$ cat src/rtl/sram_addr_pkg.sv
// Shared helpers for the SRAM frame-buffer address generator:
// width arithmetic, the buffer-index type and free-buffer selection.
package sram_addr_pkg;

  // Wide enough for any legal buffer count (1..4).
  typedef logic [1:0] buf_idx_t;

  function automatic int clog2_int(input int v);
    int r;
    r = 0;
    for (int i = 0; i < 31; i++) begin
      if ((1 << i) < v) r = i + 1;
    end
    return r;
  endfunction

  function automatic int max_int(input int a, input int b);
    return (a > b) ? a : b;
  endfunction

  function automatic int buf_width(input int num_buf);
    return max_int(1, clog2_int(num_buf));
  endfunction

  function automatic bit num_buf_ok(input int num_buf);
    return (num_buf >= 1) && (num_buf <= 4);
  endfunction

  // Finds the first buffer cyclically after cur that is neither rd nor pend.
  // The loop runs from the farthest candidate to the nearest so that the
  // nearest legal one is the last assignment and wins.
  function automatic bit next_free(input int num_buf, input int cur,
                                   input int rd, input int pend,
                                   output buf_idx_t nxt);
    int cand;
    next_free = 1'b0;
    nxt       = '0;
    for (int k = num_buf - 1; k >= 1; k--) begin
      cand = (cur + k) % num_buf;
      if ((cand != rd) && (cand != pend)) begin
        nxt       = buf_idx_t'(cand);
        next_free = 1'b1;
      end
    end
  endfunction

endpackage

$ cat src/rtl/xy_counter.sv
// Column/row raster counter for one frame. Clear wins over enable; the
// last-pixel flag describes the current position.
module xy_counter import sram_addr_pkg::*; #(
  parameter int H_ACTIVE = 640,
  parameter int V_ACTIVE = 480,
  localparam int COL_W = clog2_int(H_ACTIVE),
  localparam int ROW_W = clog2_int(V_ACTIVE)
) (
  input  logic             i_clk,
  input  logic             i_rst,
  input  logic             i_en,
  input  logic             i_clr,
  output logic [COL_W-1:0] o_col,
  output logic [ROW_W-1:0] o_row,
  output logic             o_last
);

  localparam logic [COL_W-1:0] COL_LAST = COL_W'(H_ACTIVE - 1);
  localparam logic [ROW_W-1:0] ROW_LAST = ROW_W'(V_ACTIVE - 1);

  logic [COL_W-1:0] col_q, col_d;
  logic [ROW_W-1:0] row_q, row_d;
  logic             col_last, row_last;

  assign col_last = (col_q == COL_LAST);
  assign row_last = (row_q == ROW_LAST);

  // Next position: restart on clear, otherwise step through the raster.
  always_comb begin
    col_d = col_q;
    row_d = row_q;
    if (i_clr) begin
      col_d = '0;
      row_d = '0;
    end else if (i_en) begin
      if (col_last) begin
        col_d = '0;
        row_d = row_last ? '0 : row_q + ROW_W'(1);
      end else begin
        col_d = col_q + COL_W'(1);
      end
    end
  end

  // Position registers.
  always_ff @(posedge i_clk or posedge i_rst) begin
    if (i_rst) begin
      col_q <= '0;
      row_q <= '0;
    end else begin
      col_q <= col_d;
      row_q <= row_d;
    end
  end

  assign o_col  = col_q;
  assign o_row  = row_q;
  assign o_last = col_last && row_last;

endmodule

$ cat src/rtl/sram_frame_addr_gen.sv
// SRAM address generator for the VGA frame buffer: independent write and
// read raster pointers plus 1..4 buffer rotation with tear-free swaps at
// read-frame boundaries.
module sram_frame_addr_gen import sram_addr_pkg::*; #(
  parameter int ADDR_WIDTH = 20,
  parameter int H_ACTIVE   = 640,
  parameter int V_ACTIVE   = 480,
  parameter int NUM_BUF    = 2,
  localparam int COL_W = clog2_int(H_ACTIVE),
  localparam int ROW_W = clog2_int(V_ACTIVE),
  localparam int BUF_W = buf_width(NUM_BUF)
) (
  input  logic                  i_clk,
  input  logic                  i_rst,
  input  logic                  i_wr_n,
  input  logic                  i_rd_n,
  input  logic                  i_addr_inc,
  input  logic                  i_rd_sync,
  output logic [ADDR_WIDTH-1:0] o_addr,
  output logic [BUF_W-1:0]      o_rd_buf,
  output logic [BUF_W-1:0]      o_wr_buf,
  output logic                  o_wr_frame_done,
  output logic                  o_rd_frame_done,
  output logic                  o_wr_stall,
  output logic                  o_wr_drop
);

  localparam int               USED_W     = BUF_W + ROW_W + COL_W;
  localparam logic [BUF_W-1:0] WR_BUF_RST = (NUM_BUF > 1) ? BUF_W'(1) : '0;

  if (!num_buf_ok(NUM_BUF)) begin : g_bad_num_buf
    $error("sram_frame_addr_gen: NUM_BUF must be 1..4");
  end
  if (ADDR_WIDTH < USED_W) begin : g_bad_addr_width
    $error("sram_frame_addr_gen: ADDR_WIDTH too small for {buf,row,col}");
  end

  logic [COL_W-1:0] wr_col, rd_col;
  logic [ROW_W-1:0] wr_row, rd_row;
  logic             wr_last, rd_last;

  logic [BUF_W-1:0] wr_buf_q, wr_buf_d;
  logic [BUF_W-1:0] rd_buf_q, rd_buf_d;
  logic [BUF_W-1:0] pend_buf_q, pend_buf_d;
  logic             pending_q, pending_d;
  logic             stall_q, stall_d;

  logic             wr_adv, rd_adv, rd_wrap, swap;
  logic             found;
  buf_idx_t         nxt;

  // Write has priority over read; a stalled writer never moves.
  assign wr_adv  = !i_wr_n && !stall_q;
  assign rd_adv  = !i_rd_n && i_addr_inc && i_wr_n;
  assign rd_wrap = rd_adv && rd_last && !i_rd_sync;
  assign swap    = pending_q && (i_rd_sync || rd_wrap);

  xy_counter #(.H_ACTIVE(H_ACTIVE), .V_ACTIVE(V_ACTIVE)) u_wr_cnt (
    .i_clk  (i_clk),
    .i_rst  (i_rst),
    .i_en   (wr_adv),
    .i_clr  (1'b0),
    .o_col  (wr_col),
    .o_row  (wr_row),
    .o_last (wr_last)
  );

  xy_counter #(.H_ACTIVE(H_ACTIVE), .V_ACTIVE(V_ACTIVE)) u_rd_cnt (
    .i_clk  (i_clk),
    .i_rst  (i_rst),
    .i_en   (rd_adv),
    .i_clr  (i_rd_sync),
    .o_col  (rd_col),
    .o_row  (rd_row),
    .o_last (rd_last)
  );

  // Buffer allocation: the read swap is resolved first so a writer finishing
  // in the same cycle chooses its next buffer against the new display buffer.
  always_comb begin
    rd_buf_d   = rd_buf_q;
    wr_buf_d   = wr_buf_q;
    pend_buf_d = pend_buf_q;
    pending_d  = pending_q;
    stall_d    = stall_q;
    found      = 1'b0;
    nxt        = '0;
    if (swap) begin
      rd_buf_d  = pend_buf_q;
      pending_d = 1'b0;
      if (stall_q) begin
        wr_buf_d = rd_buf_q;
        stall_d  = 1'b0;
      end
    end
    if (wr_adv && wr_last && (NUM_BUF > 1)) begin
      pend_buf_d = wr_buf_q;
      pending_d  = 1'b1;
      found = next_free(NUM_BUF, int'(wr_buf_q), int'(rd_buf_d),
                        int'(wr_buf_q), nxt);
      if (found) wr_buf_d = BUF_W'(nxt);
      else       stall_d  = 1'b1;
    end
  end

  // Buffer bookkeeping registers.
  always_ff @(posedge i_clk or posedge i_rst) begin
    if (i_rst) begin
      rd_buf_q   <= '0;
      wr_buf_q   <= WR_BUF_RST;
      pend_buf_q <= '0;
      pending_q  <= 1'b0;
      stall_q    <= 1'b0;
    end else begin
      rd_buf_q   <= rd_buf_d;
      wr_buf_q   <= wr_buf_d;
      pend_buf_q <= pend_buf_d;
      pending_q  <= pending_d;
      stall_q    <= stall_d;
    end
  end

  assign o_addr = i_wr_n ? ADDR_WIDTH'({rd_buf_q, rd_row, rd_col})
                         : ADDR_WIDTH'({wr_buf_q, wr_row, wr_col});
  assign o_rd_buf        = rd_buf_q;
  assign o_wr_buf        = wr_buf_q;
  assign o_wr_frame_done = wr_adv && wr_last;
  assign o_rd_frame_done = rd_wrap;
  assign o_wr_stall      = stall_q;
  assign o_wr_drop       = !i_wr_n && stall_q;

endmodule

$ cat config.mk
export PLATFORM = sky130hd
export DESIGN_NAME = sram_frame_addr_gen
export DESIGN_NICKNAME = d
export VERILOG_FILES = /design/src/rtl/sram_addr_pkg.sv /design/src/rtl/xy_counter.sv /design/src/rtl/sram_frame_addr_gen.sv
export SDC_FILE = /design/constraint.sdc
export NUM_CORES = 1
export LEC_CHECK = 0
export CORE_MARGIN = 2
export CORE_UTILIZATION = 59
export DETAILED_ROUTE_END_ITERATION = 10
export PLACE_DENSITY = 0.84
export SLEW_MARGIN = 40
export SYNTH_ARGS = -nofsm -noshare
export SYNTH_HDL_FRONTEND = slang
export SYNTH_SLANG_ARGS = --single-unit
$ cat constraint.sdc
create_clock -name i_clk -period 3.6 [get_ports i_clk]
set_clock_uncertainty 0.15 [all_clocks]
set_input_delay 0.72 -clock i_clk [delete_from_list [all_inputs] [get_ports i_clk]]
set_output_delay 0.72 -clock i_clk [all_outputs]
set_load 0.02 [all_outputs]
==> impl_metrics.sql, run 1 <==
INSERT INTO impl_metrics (metric_group, metric, value, unit) VALUES
('outcome', 'outcome', 'finished, final reports clean', ''),
('timing', 'rsz0062_at_grt', 'no', ''),
('floorplanning', 'placement_rows', '23', ''),
('worst_setup_path', 'timing.critical_path.from_type', 'input pin', ''),
('timing', 'finalSetupViolations', '0', ''),
('cells_and_area', 'layout.cells.non_filler', '341', ''),
('cts', 'max-clock-path-buffers', '2', ''),
('logic_synthesis', 'yosys.cell_types.count', '50', ''),
('routing', 'vias_per_cell', '5.795', ''),
('worst_setup_path', 'critPathArrivalTime', '2.44', 'ns'),
('worst_setup_path', 'cp.required', '2.73', 'ns'),
('placement', 'post_place_cells', '334', ''),
('worst_setup_path', 'critPathCaptureType', 'primary output', ''),
('cells_and_area', 'final_layout_net_count', '301', ''),
('timing', 'hold_fails_final_rpt', '0', ''),
('cts', 'numCtsBuffers', '5', ''),
('floorplanning', 'num_io_pins', '32', ''),
('logic_synthesis', 'synth_top_flop_cell', 'dfrtp_1', ''),
('timing', 'final_sum_of_negative_setup_slack', '0', 'ns'),
('timing', 'drv_slew', '0', ''),
('logic_synthesis', 'synth-edff-count', '0', ''),
('logic_synthesis', 'synthesis.area_per_instance', '9.852', 'sq um'),
('routing', 'number_of_optimization_iterations_in_the_first_detailed_route_pass', '4', ''),
('cts', 'post_cts_resized', '0', ''),
('flow_run', 'drv.max_cap_violation_count', '0', ''),
('routing', 'post-route-drc-count', '0', ''),
('cells_and_area', 'layout.filler_cells', '298', ''),
('cts', 'ctsHtreeMaxLevel', '2', ''),
('timing', 'min_period_over_period', '91.96', '%'),
('logic_synthesis', 'syn-num-nets', '264', ''),
('timing', 'worst-slew-pin-transition', '0.5423', 'ns'),
('grt', 'grt_pass1_vias', '1903', ''),
('cts', 'worst_skew_pair_later_pin_latency', '0.30', 'ns'),
('floorplanning', 'design.die.area', '4778', 'sq um'),
('placement', 'dp.final_hpwl', '3752', 'um'),
('min_path', 'holdCritPathClass', 'flop to flop', ''),
('pwr', 'power_leakage', '0.001305', 'uW'),
('placement', 'portBuffers', '31', ''),
('cells_and_area', 'area.growth.synth_to_final', '19.45', '%'),
('floorplanning', 'initial_core_util', '62.11', '%'),
('pwr', 'power-per-cell-area', '367.2', 'nW/um^2'),
('cells_and_area', 'drive_gt1_share', '17.53', '%'),
('worst_setup_path', 'criticalPathCategory', 'input pin to primary output', ''),
('floorplanning', 'die_boundary_height', '69.13', 'um'),
('logic_synthesis', 'synthArstFlopShare', '100.0', '%'),
('grt', 'grt_start_max_net_pins', '44', ''),
('logic_synthesis', 'yosysSeqAreaShare', '43.05', '%'),
('worst_setup_path', 'worst-path-max-fanout', '14', ''),
('logic_synthesis', 'postSynthRegisterBits', '43', ''),
('cts', 'ctsHoldBuffers', '0', ''),
('routing', 'initialDrtViolationCount', '129', ''),
('logic_synthesis', 'syn_inst', '254', ''),
('timing', 'slew_headroom', '63.70', '%'),
('pwr', 'maximum_resistive_drop_on_vdd', '0.0003202', 'V'),
('floorplanning', 'core_area', '4029', 'sq um'),
('cts', 'postCtsSetupRepairBufs', '0', ''),
('routing', 'routedWlPerCell', '15.40', 'um'),
('floorplanning', 'fp.dieW', '69.13', 'um'),
('routing', 'route.antenna.remaining_nets', '0', ''),
('cts', 'clock-root-buffer', 'clkbuf_8', ''),
('timing', 'achievable-frequency', '0.3021', 'GHz'),
('grt', 'gr-usage-all-layers', '23.47', '%'),
('placement', 'finalWeightedCongestion', '0.8135', ''),
('grt', 'initial_antenna_violation_count', '0', ''),
('cts', 'cts_tree', 'built', ''),
('cts', 'cts_num_sinks', '43', ''),
('cts', 'clk_pin_slew', '0.07', 'ns'),
('grt', 'global_route.overflow_total', '0', ''),
('routing', 'routed_wl', '5253', 'um'),
('logic_synthesis', 'ys.warnings.count', '0', ''),
('logic_synthesis', 'synthesis.area', '2502', 'sq um'),
('routing', 'overall_via_count_from_detail_route', '1976', ''),
('timing', 'period_needed', '3.311', 'ns'),
('cells_and_area', 'final_antenna_diode_count', '0', ''),
('grt', 'grt_first_pass_wirelength', '8970', 'um');
## final timing paths
path,to,cells past startpoint,slack (ns),start
setup / recovery,o_addr[7],5,0.29,i_wr_n
hold / removal,u_wr_cnt.o_col[6],1,0.37,u_wr_cnt.o_col[6]
setup reg to reg,o_wr_stall,7,1.19,u_rd_cnt.o_row[0]
hold reg to reg,u_wr_cnt.o_col[6],1,0.37,u_wr_cnt.o_col[6]
max in group asynchronous,o_wr_buf,3,2.21,i_rst
min in group asynchronous,u_wr_cnt.o_col[1],3,0.71,i_rst
## placed cells by master (no fill, tap or decap), types with 2 or more instances in the layout
cell,Yosys,layout
a21o_1,2,2
a21oi_1,14,14
a31oi_1,3,3
and2_1,2,2
and3_1,2,2
and4_1,4,4
buf_4,1,8
clkbuf_8,0,6
clkdlybuf4s50_1,0,29
dfrtp_1,42,42
dlymetal6s2s_1,0,2
ha_1,4,4
inv_1,3,3
mux2_2,22,22
nand2_1,28,28
nand2b_1,2,2
nand3_1,10,10
nand3b_1,2,2
nand4_1,3,3
nand4_2,2,2
nor2_1,26,26
nor2b_1,3,3
nor3_1,9,9
o21ai_0,13,13
or3_1,7,7
xnor2_1,9,9
xor2_1,11,11
## through the flow
step / power [uW] / hold WS [ns] / instance area (sq um) / utilization, % / setup slack (ns)
after floorplan: 705.2 / 0.3031 / 2502 / - / 0.8015
after global placement: 785.1 / 0.3545 / 2888 / 71.68 / 0.09583
after detailed placement: 790.1 / 0.3542 / 2888 / 71.68 / 0.07706
after CTS: 1102 / 0.3685 / 2975 / 73.85 / 0.07056
after global routing: 1154 / 0.4026 / 2989 / 74.19 / 0.2014
final: 1097 / 0.3662 / 2989 / 74.19 / 0.2894
## cell families (layout without fill, tap and decap cells)
kind of cell	count (synthesis)	in the layout	share of synthesized area, %
buffers and inverters	12	49	2.350
AO/OA/AOI/OAI	39	39	9.650
flip-flops	43	43	43.05
multiplexers	24	24	10.90
XOR/XNOR	20	20	7.000
adder cells (fa/ha/maj)	4	4	2.000
AND/OR/NAND/NOR	112	112	25.05
## critical path, cell delays in order
cell and delay, ns:
clkdlybuf4s50_1 0.51, buf_4 0.13, buf_4 0.19, mux2_2 0.35, clkdlybuf4s50_1 0.54
## report_power, final
| part | internal (uW) | leakage, uW | switching (uW) |
|---|---|---|---|
| registers | 523 | 0.000580 | 54.0 |
| clock network | 151 | 0.0000470 | 163 |
| logic | 102 | 0.000678 | 105 |
## synth_stat cells (3+ instances only)
cell type | number | area (sq um)
a31oi_1 | 3 | 18.77
mux2_2 | 22 | 247.7
or3_1 | 7 | 43.79
nor2b_1 | 3 | 18.77
clkbuf_1 | 5 | 18.77
a21oi_1 | 14 | 70.07
nor2_1 | 26 | 97.59
ha_1 | 4 | 50.05
xor2_1 | 11 | 96.34
inv_1 | 3 | 11.26
nand3_1 | 10 | 50.05
o21ai_0 | 13 | 65.06
nor3_1 | 9 | 45.04
and4_1 | 4 | 35.03
nand4_1 | 3 | 18.77
nand2_1 | 28 | 105.1
dfrtp_1 | 42 | 1051
xnor2_1 | 9 | 78.83
## state kept, by name (all words and copies together) (netlist names)
name / count
u_wr_cnt.o_row: 9
u_rd_cnt.o_col: 10
u_rd_cnt.o_row: 9
o_wr_stall: 1
o_rd_buf: 1
u_wr_cnt.o_col: 10
pending_q: 1
o_wr_buf: 1
pend_buf_q: 1
## per-layer routing
metal  global-route usage, %  vias to the layer above  wire length (um)
met4                   8.932                        0                89
met3                   4.532                        8               202
met2                   37.07                       51              2540
met1                   32.09                      938              2420
li1                        -                      979                 -
met5                       0                        -                 0
## final cells by class
type                            instances  area, sq um  share of cell area (%)
Multi-Input combinational cell        199         1375                   46.00
Sequential cell                        43         1077                   36.04
Timing Repair Buffer                   39        375.4                   12.56
Clock buffer                            6        82.58                   2.763
Tap cell                               50        62.56                   2.093
Inverter                                3        11.26                  0.3767
Clock inverter                          1        5.005                  0.1674
Note: power is estimated with default switching activity, not from simulation.
==> run 2, diff against run 1 <==
--- a/config.mk
+++ b/config.mk
@@ -6,9 +6,9 @@
 export NUM_CORES = 1
 export LEC_CHECK = 0
 export CORE_MARGIN = 2
-export CORE_UTILIZATION = 59
+export CORE_UTILIZATION = 28
 export DETAILED_ROUTE_END_ITERATION = 10
-export PLACE_DENSITY = 0.84
+export MAX_ROUTING_LAYER = met4
 export SLEW_MARGIN = 40
 export SYNTH_ARGS = -nofsm -noshare
 export SYNTH_HDL_FRONTEND = slang
==> impl_metrics.sql, run 2 (synthesis gave the netlist of run 1 again) <==
INSERT INTO impl_metrics (metric_group, metric, value, unit) VALUES
('worst_setup_path', 'critPathMaxStageDelay', '0.61', 'ns'),
('pwr', 'power-per-cell-area', '380.0', 'nW/um^2'),
('cts', 'clk_pin_slew', '0.09', 'ns'),
('cts', 'ctsHoldBuffers', '0', ''),
('routing', 'vias_per_cell', '4.873', ''),
('worst_setup_path', 'cpMostUsedCell', 'clkdlybuf4s50_1', ''),
('cells_and_area', 'most_common_cell_after_layout_fill_and_taps_aside', 'dfrtp_1', ''),
('timing', 'achievable-frequency', '0.2855', 'GHz'),
('worst_setup_path', 'critPathCaptureType', 'primary output', ''),
('routing', 'highest-signal-layer', 'met4', ''),
('pwr', 'power.combinational.fraction', '17.9', '%'),
('timing', 'rsz0062_at_grt', 'no', ''),
('pwr', 'cellInternalPower', '831.4', 'uW'),
('routing', 'routed_wl', '5727', 'um'),
('placement', 'finalWeightedCongestion', '0.8074', ''),
('placement', 'placement.setup.worst_slack', '0.07328', 'ns'),
('grt', 'grt_start_max_net_pins', '44', ''),
('worst_setup_path', 'worst_path_max_delay_cell', 'clkdlybuf4s50_1', ''),
('floorplanning', 'design.die.area', '9709', 'sq um'),
('placement', 'placement.cell_area', '2960', 'sq um'),
('routing', 'route.antenna.remaining_nets', '0', ''),
('cells_and_area', 'drive_gt1_share', '17.81', '%'),
('cts', 'clock-root-buffer', 'clkbuf_8', ''),
('floorplanning', 'initial_core_util', '28.84', '%'),
('grt', 'grt_pass1_vias', '1979', ''),
('worst_setup_path', 'critPathArrivalTime', '2.63', 'ns'),
('cts', 'cts_num_sinks', '43', ''),
('grt', 'gr-usage-all-layers', '12.46', '%'),
('timing', 'finalSetupViolations', '0', ''),
('cells_and_area', 'area.growth.synth_to_final', '22.80', '%'),
('timing', 'slew_headroom', '62.45', '%'),
('pwr', 'share_clk_of_total_power', '32.7', '%'),
('worst_setup_path', 'timing.critical_path.from_type', 'input pin', ''),
('placement', 'dp.final_hpwl', '4072', 'um'),
('grt', 'grt_first_pass_wirelength', '9625', 'um'),
('routing', 'overall_via_count_from_detail_route', '1949', ''),
('worst_setup_path', 'crit_path_buffers_inverters', '2', ''),
('timing', 'final_sum_of_negative_setup_slack', '0', 'ns'),
('cells_and_area', 'most-common-layout-cells', '42 x dfrtp_1, 31 x clkdlybuf4s50_1, 28 x nand2_1', ''),
('cells_and_area', 'final_antenna_diode_count', '0', ''),
('cts', 'cts_tree', 'built', ''),
('worst_setup_path', 'cp.required', '2.73', 'ns'),
('timing', 'drv_slew', '0', ''),
('timing', 'period_needed', '3.503', 'ns'),
('cells_and_area', 'finish.instance_area', '3073', 'sq um'),
('min_path', 'holdCritPathClass', 'flop to flop', ''),
('routing', 'routedWlPerCell', '14.32', 'um'),
('timing', 'worst-slew-pin-transition', '0.5633', 'ns'),
('flow_run', 'drv.max_cap_violation_count', '0', ''),
('routing', 'detail_route.wirelength.met1', '2866', 'um'),
('timing', 'hold_fails_final_rpt', '0', ''),
('routing', 'post-route-drc-count', '0', ''),
('worst_setup_path', 'setup_slack_of_the_worst_register_to_register_path', '1.25', 'ns'),
('routing', 'met3_wirelength', '252', 'um'),
('pwr', 'power.net_switching', '336.3', 'uW'),
('pwr', 'total_power', '1168', 'uW'),
('cts', 'numCtsBuffers', '5', ''),
('outcome', 'outcome', 'finished, final reports clean', ''),
('routing', 'initialDrtViolationCount', '61', ''),
('routing', 'met2RoutedLength', '2584', 'um'),
('pwr', 'power_leakage', '0.001272', 'uW'),
('timing', 'post-route-worst-setup-slack', '0.09698', 'ns'),
('worst_setup_path', 'criticalPathCategory', 'input pin to primary output', ''),
('cts', 'post_cts_resized', '0', ''),
('worst_setup_path', 'critical_path.top_delay_family', 'buffers and inverters', ''),
('worst_setup_path', 'crit_chain', 'clkdlybuf4s50_1 > or2_4 > nor4_2 > and4_1 > clkdlybuf4s50_1', ''),
('pwr', 'seq_power_share', '49.4', '%'),
('floorplanning', 'die_boundary_height', '98.54', 'um'),
('placement', 'portBuffers', '31', ''),
('floorplanning', 'placement_rows', '34', ''),
('pwr', 'maximum_resistive_drop_on_vdd', '0.0002016', 'V'),
('cts', 'postCtsSetupRepairBufs', '0', ''),
('pwr', 'swShare', '28.80', '%'),
('timing', 'min_period_over_period', '97.31', '%'),
('grt', 'global_route.overflow_total', '0', ''),
('cts', 'max-clock-path-buffers', '2', ''),
('grt', 'initial_antenna_violation_count', '0', ''),
('cells_and_area', 'final_layout_net_count', '301', ''),
('cts', 'worst_skew_pair_later_pin_latency', '0.30', 'ns'),
('floorplanning', 'num_io_pins', '32', ''),
('floorplanning', 'core_area', '8678', 'sq um'),
('floorplanning', 'fp.dieW', '98.54', 'um'),
('cts', 'ctsHtreeMaxLevel', '2', ''),
('routing', 'number_of_optimization_iterations_in_the_first_detailed_route_pass', '4', ''),
('worst_setup_path', 'worst-path-max-fanout', '4', '');
==> run 2: per-layer routing <==
metal  track usage, %  vias to the layer above
li1                 -                      973
met1            17.21                      933
met2            18.79                       41
met3            3.262                        2
met4            2.213                        0
met5                -                        -
==> run 2: power groups by stage <==
stage,logic [uW],clock network (uW),registers [uW]
6_report,209,382,576
3_5_place_dp,209,0,585
2_1_floorplan,136,0,569
4_1_cts,212,395,576
3_3_place_gp,207,0,584
5_1_grt,228,410,585
==> run 2: layout make-up <==
cell class,instances,area [sq um]
multi-input combinational,199,1366
inverter,3,11.26
tap,108,135.1
sequential,43,1077
clock inverter,3,43.79
fill,922,5605
timing repair buffer,39,370.4
clock buffer,5,68.82
==> run 2: through the flow <==
step | hold WS (ns) | utilization, % | std cells
global route | 0.3948 | 35.41 | 400
CTS | 0.3623 | 35.41 | 400
detailed placement | 0.3461 | 34.11 | 392
finish | 0.3670 | 35.41 | 400
floorplan | 0.3031 | - | 254
global placement | 0.3422 | 34.11 | 392
==> run 2: worst paths after layout <==
kind / from / endpoint / cells after the start
max: i_wr_n / o_wr_frame_done / 5
min: u_wr_cnt.o_col[6] / u_wr_cnt.o_col[6] / 1
max reg2reg: u_rd_cnt.o_row[0] / o_wr_stall / 7
min reg2reg: u_wr_cnt.o_col[6] / u_wr_cnt.o_col[6] / 1
max in group asynchronous: i_rst / o_wr_buf / 3
min in group asynchronous: i_rst / u_wr_cnt.o_col[8] / 3
==> run 3, diff against run 2 <==
--- a/config.mk
+++ b/config.mk
@@ -5,6 +5,7 @@
 export SDC_FILE = /design/constraint.sdc
 export NUM_CORES = 1
 export LEC_CHECK = 0
+export ABC_AREA = 1
 export CORE_MARGIN = 2
 export CORE_UTILIZATION = 28
 export DETAILED_ROUTE_END_ITERATION = 10
==> impl_metrics.sql, run 3 <==
INSERT INTO impl_metrics (metric_group, metric, value, unit) VALUES
('cts', 'postCtsSetupRepairBufs', '0', ''),
('flow_run', 'drv.max_cap_violation_count', '0', ''),
('cts', 'ctsHtreeMaxLevel', '2', ''),
('cells_and_area', 'multi_input_area', '1287', 'sq um'),
('pwr', 'power_leakage', '0.001401', 'uW'),
('timing', 'worst-slew-pin-transition', '0.5733', 'ns'),
('routing', 'routedWlPerCell', '13.51', 'um'),
('routing', 'route.antenna.remaining_nets', '0', ''),
('timing', 'slew_headroom', '61.78', '%'),
('routing', 'detail_route.wirelength.met1', '3239', 'um'),
('logic_synthesis', 'most_numerous_cell_types_in_the_synthesized_netlist', '67 x nand2_1, 42 x dfrtp_1, 40 x inv_1', ''),
('routing', 'met2RoutedLength', '2798', 'um'),
('cts', 'ctsHoldBuffers', '0', ''),
('cts', 'cts_tree', 'built', ''),
('logic_synthesis', 'most_numerous_cell_in_the_yosys_netlist', 'nand2_1', ''),
('worst_setup_path', 'critPathArrivalTime', '2.61', 'ns'),
('grt', 'global_route.overflow_total', '0', ''),
('routing', 'vias_per_cell', '4.754', ''),
('routing', 'initialDrtViolationCount', '78', ''),
('worst_setup_path', 'criticalPathCategory', 'input pin to primary output', ''),
('routing', 'highest-signal-layer', 'met4', ''),
('timing', 'drv_slew', '0', ''),
('timing', 'achievable-frequency', '0.2877', 'GHz'),
('floorplanning', 'core_area', '8806', 'sq um'),
('worst_setup_path', 'r2r_end', 'o_wr_stall', ''),
('grt', 'gr-usage-all-layers', '13.59', '%'),
('min_path', 'holdCritPathClass', 'flop to flop', ''),
('placement', 'portBuffers', '31', ''),
('logic_synthesis', 'synthesis.area_per_instance', '7.942', 'sq um'),
('cells_and_area', 'fraction_of_the_core_area_covered_by_cells_at_the_end_of_the_flow', '35.59', '%'),
('floorplanning', 'initial_core_util', '29.04', '%'),
('pwr', 'maximum_resistive_drop_on_vdd', '0.0002277', 'V'),
('placement', 'finalWeightedCongestion', '0.8890', ''),
('timing', 'hold_fails_final_rpt', '0', ''),
('timing', 'min_period_over_period', '96.56', '%'),
('floorplanning', 'placement_rows', '34', ''),
('cts', 'cts_num_sinks', '43', ''),
('logic_synthesis', 'synthDominantAreaCellType', 'dfrtp_1', ''),
('worst_setup_path', 'beginning_of_the_worst_register_to_register_path', 'u_rd_cnt.o_col[0]', ''),
('timing', 'holdWs', '0.3648', 'ns'),
('worst_setup_path', 'worst-path-max-fanout', '29', ''),
('grt', 'grt_pass1_vias', '2169', ''),
('logic_synthesis', 'synth-edff-count', '0', ''),
('logic_synthesis', 'synth_top_cells_by_area', 'dfrtp_1 41%, nand2_1 9.8%, o21ai_0 6.7%', ''),
('worst_setup_path', 'setup_slack_of_the_worst_register_to_register_path', '1.60', 'ns'),
('floorplanning', 'fp.dieW', '99.57', 'um'),
('logic_synthesis', 'synthArstFlopShare', '100.0', '%'),
('worst_setup_path', 'timing.critical_path.from_type', 'input pin', ''),
('logic_synthesis', 'ys.warnings.count', '0', ''),
('cts', 'worst_skew_pair_later_pin_latency', '0.29', 'ns'),
('cells_and_area', 'area.sequential', '1077', 'sq um'),
('routing', 'number_of_optimization_iterations_in_the_first_detailed_route_pass', '4', ''),
('cells_and_area', 'drive_gt1_share', '12.22', '%'),
('logic_synthesis', 'postSynthRegisterBits', '43', ''),
('routing', 'routed_wl', '6321', 'um'),
('floorplanning', 'design.die.area', '9914', 'sq um'),
('timing', 'period_needed', '3.476', 'ns'),
('outcome', 'outcome', 'finished, final reports clean', ''),
('cts', 'max-clock-path-buffers', '2', ''),
('pwr', 'power-per-cell-area', '404.5', 'nW/um^2'),
('logic_synthesis', 'synthesis.area', '2557', 'sq um'),
('cts', 'numCtsBuffers', '5', ''),
('logic_synthesis', 'synth_top_cell_area_share', '41.10', '%'),
('logic_synthesis', 'yosysSeqAreaShare', '42.12', '%'),
('floorplanning', 'num_io_pins', '32', ''),
('logic_synthesis', 'yosys.cell_types.count', '36', ''),
('cells_and_area', 'area.growth.synth_to_final', '22.55', '%'),
('logic_synthesis', 'syn-num-nets', '332', ''),
('timing', 'final_sum_of_negative_setup_slack', '0', 'ns'),
('routing', 'met3_wirelength', '236', 'um'),
('cells_and_area', 'layout.filler_cells', '913', ''),
('worst_setup_path', 'r2r.worst_path.cells', '10', ''),
('cts', 'clk_pin_slew', '0.09', 'ns'),
('min_path', 'hp-start', 'u_wr_cnt.o_col[8]', ''),
('routing', 'overall_via_count_from_detail_route', '2225', ''),
('grt', 'grt_first_pass_wirelength', '10520', 'um'),
('cells_and_area', 'final_layout_net_count', '369', ''),
('cells_and_area', 'most_common_cell_after_layout_fill_and_taps_aside', 'nand2_1', ''),
('grt', 'grt_start_max_net_pins', '44', ''),
('worst_setup_path', 'critical_path.startpoint', 'i_wr_n', ''),
('routing', 'post-route-drc-count', '0', ''),
('cells_and_area', 'most-common-layout-cells', '67 x nand2_1, 42 x dfrtp_1, 40 x inv_1', ''),
('logic_synthesis', 'syn_inst', '322', ''),
('cts', 'clock-root-buffer', 'clkbuf_8', ''),
('grt', 'initial_antenna_violation_count', '0', ''),
('timing', 'finalSetupViolations', '0', ''),
('min_path', 'holdPathStages', '1', ''),
('cells_and_area', 'final_antenna_diode_count', '0', ''),
('logic_synthesis', 'synth_top_flop_cell', 'dfrtp_1', ''),
('placement', 'dp.final_hpwl', '4706', 'um'),
('worst_setup_path', 'cp.required', '2.73', 'ns'),
('min_path', 'hold_end', 'u_wr_cnt.o_col[8]', ''),
('timing', 'rsz0062_at_grt', 'no', ''),
('worst_setup_path', 'critPathCaptureType', 'primary output', ''),
('floorplanning', 'die_boundary_height', '99.57', 'um');
run 3: cells by family after synthesis:
logic type | synth area share, %
AND/OR/NAND/NOR | 30.38
AO/OA/AOI/OAI | 13.55
buffers and inverters | 7.534
flip-flops | 42.12
XOR/XNOR | 4.452
adder cells (fa/ha/maj) | 1.957
run 3: worst max path at each step:
stage                 endpoint
6_report       o_wr_frame_done
4_1_cts        o_rd_frame_done
2_1_floorplan       o_addr[14]
3_3_place_gp   o_rd_frame_done
3_5_place_dp   o_rd_frame_done
5_1_grt        o_wr_frame_done
run 3: layer usage:
metal  vias up  global-route usage (%)
met3         4                   2.811
li1       1120                       -
met2        43                   20.06
met1      1058                   19.21
met4         0                   3.161
met5         -                       -
run 3: cell type report:
class / instances / share of cell area (%)
Inverter: 45 / 5.429
Timing Repair Buffer: 35 / 11.42
Tap cell: 108 / 4.311
Clock buffer: 7 / 2.435
Clock inverter: 1 / 0.9581
Sequential cell: 43 / 34.37
Multi-Input combinational cell: 229 / 41.08
run 3: worst max-delay path: stages:
cell and delay (ns):
clkdlybuf4s50_1 0.54, buf_12 0.23, nor2_2 0.17, nand2_4 0.12, nor2_8 0.18, clkdlybuf4s50_1 0.64
run 3: metrics by stage:
stage / total power, uW / cell area, sq um / std cells / setup WS, ns
6_report: 1268 / 3134 / 468 / 0.1238
5_1_grt: 1345 / 3134 / 468 / 0.03662
4_1_cts: 1281 / 3129 / 468 / 0.06141
3_5_place_dp: 901.5 / 3023 / 460 / 0.09432
3_3_place_gp: 891.5 / 3023 / 460 / 0.07274
2_1_floorplan: 768.4 / 2557 / 322 / 1.183
run 3: repair_timing:
item,CTS,global route
resized for setup,0,2
setup endpoints to repair,0,2
hold endpoints to repair,0,0
run 3: power breakdown:
group	internal, uW	total, uW	switching (uW)
registers	534	587	52.8
logic	116	304	187
clock network	208	378	170
total	858	1270	409
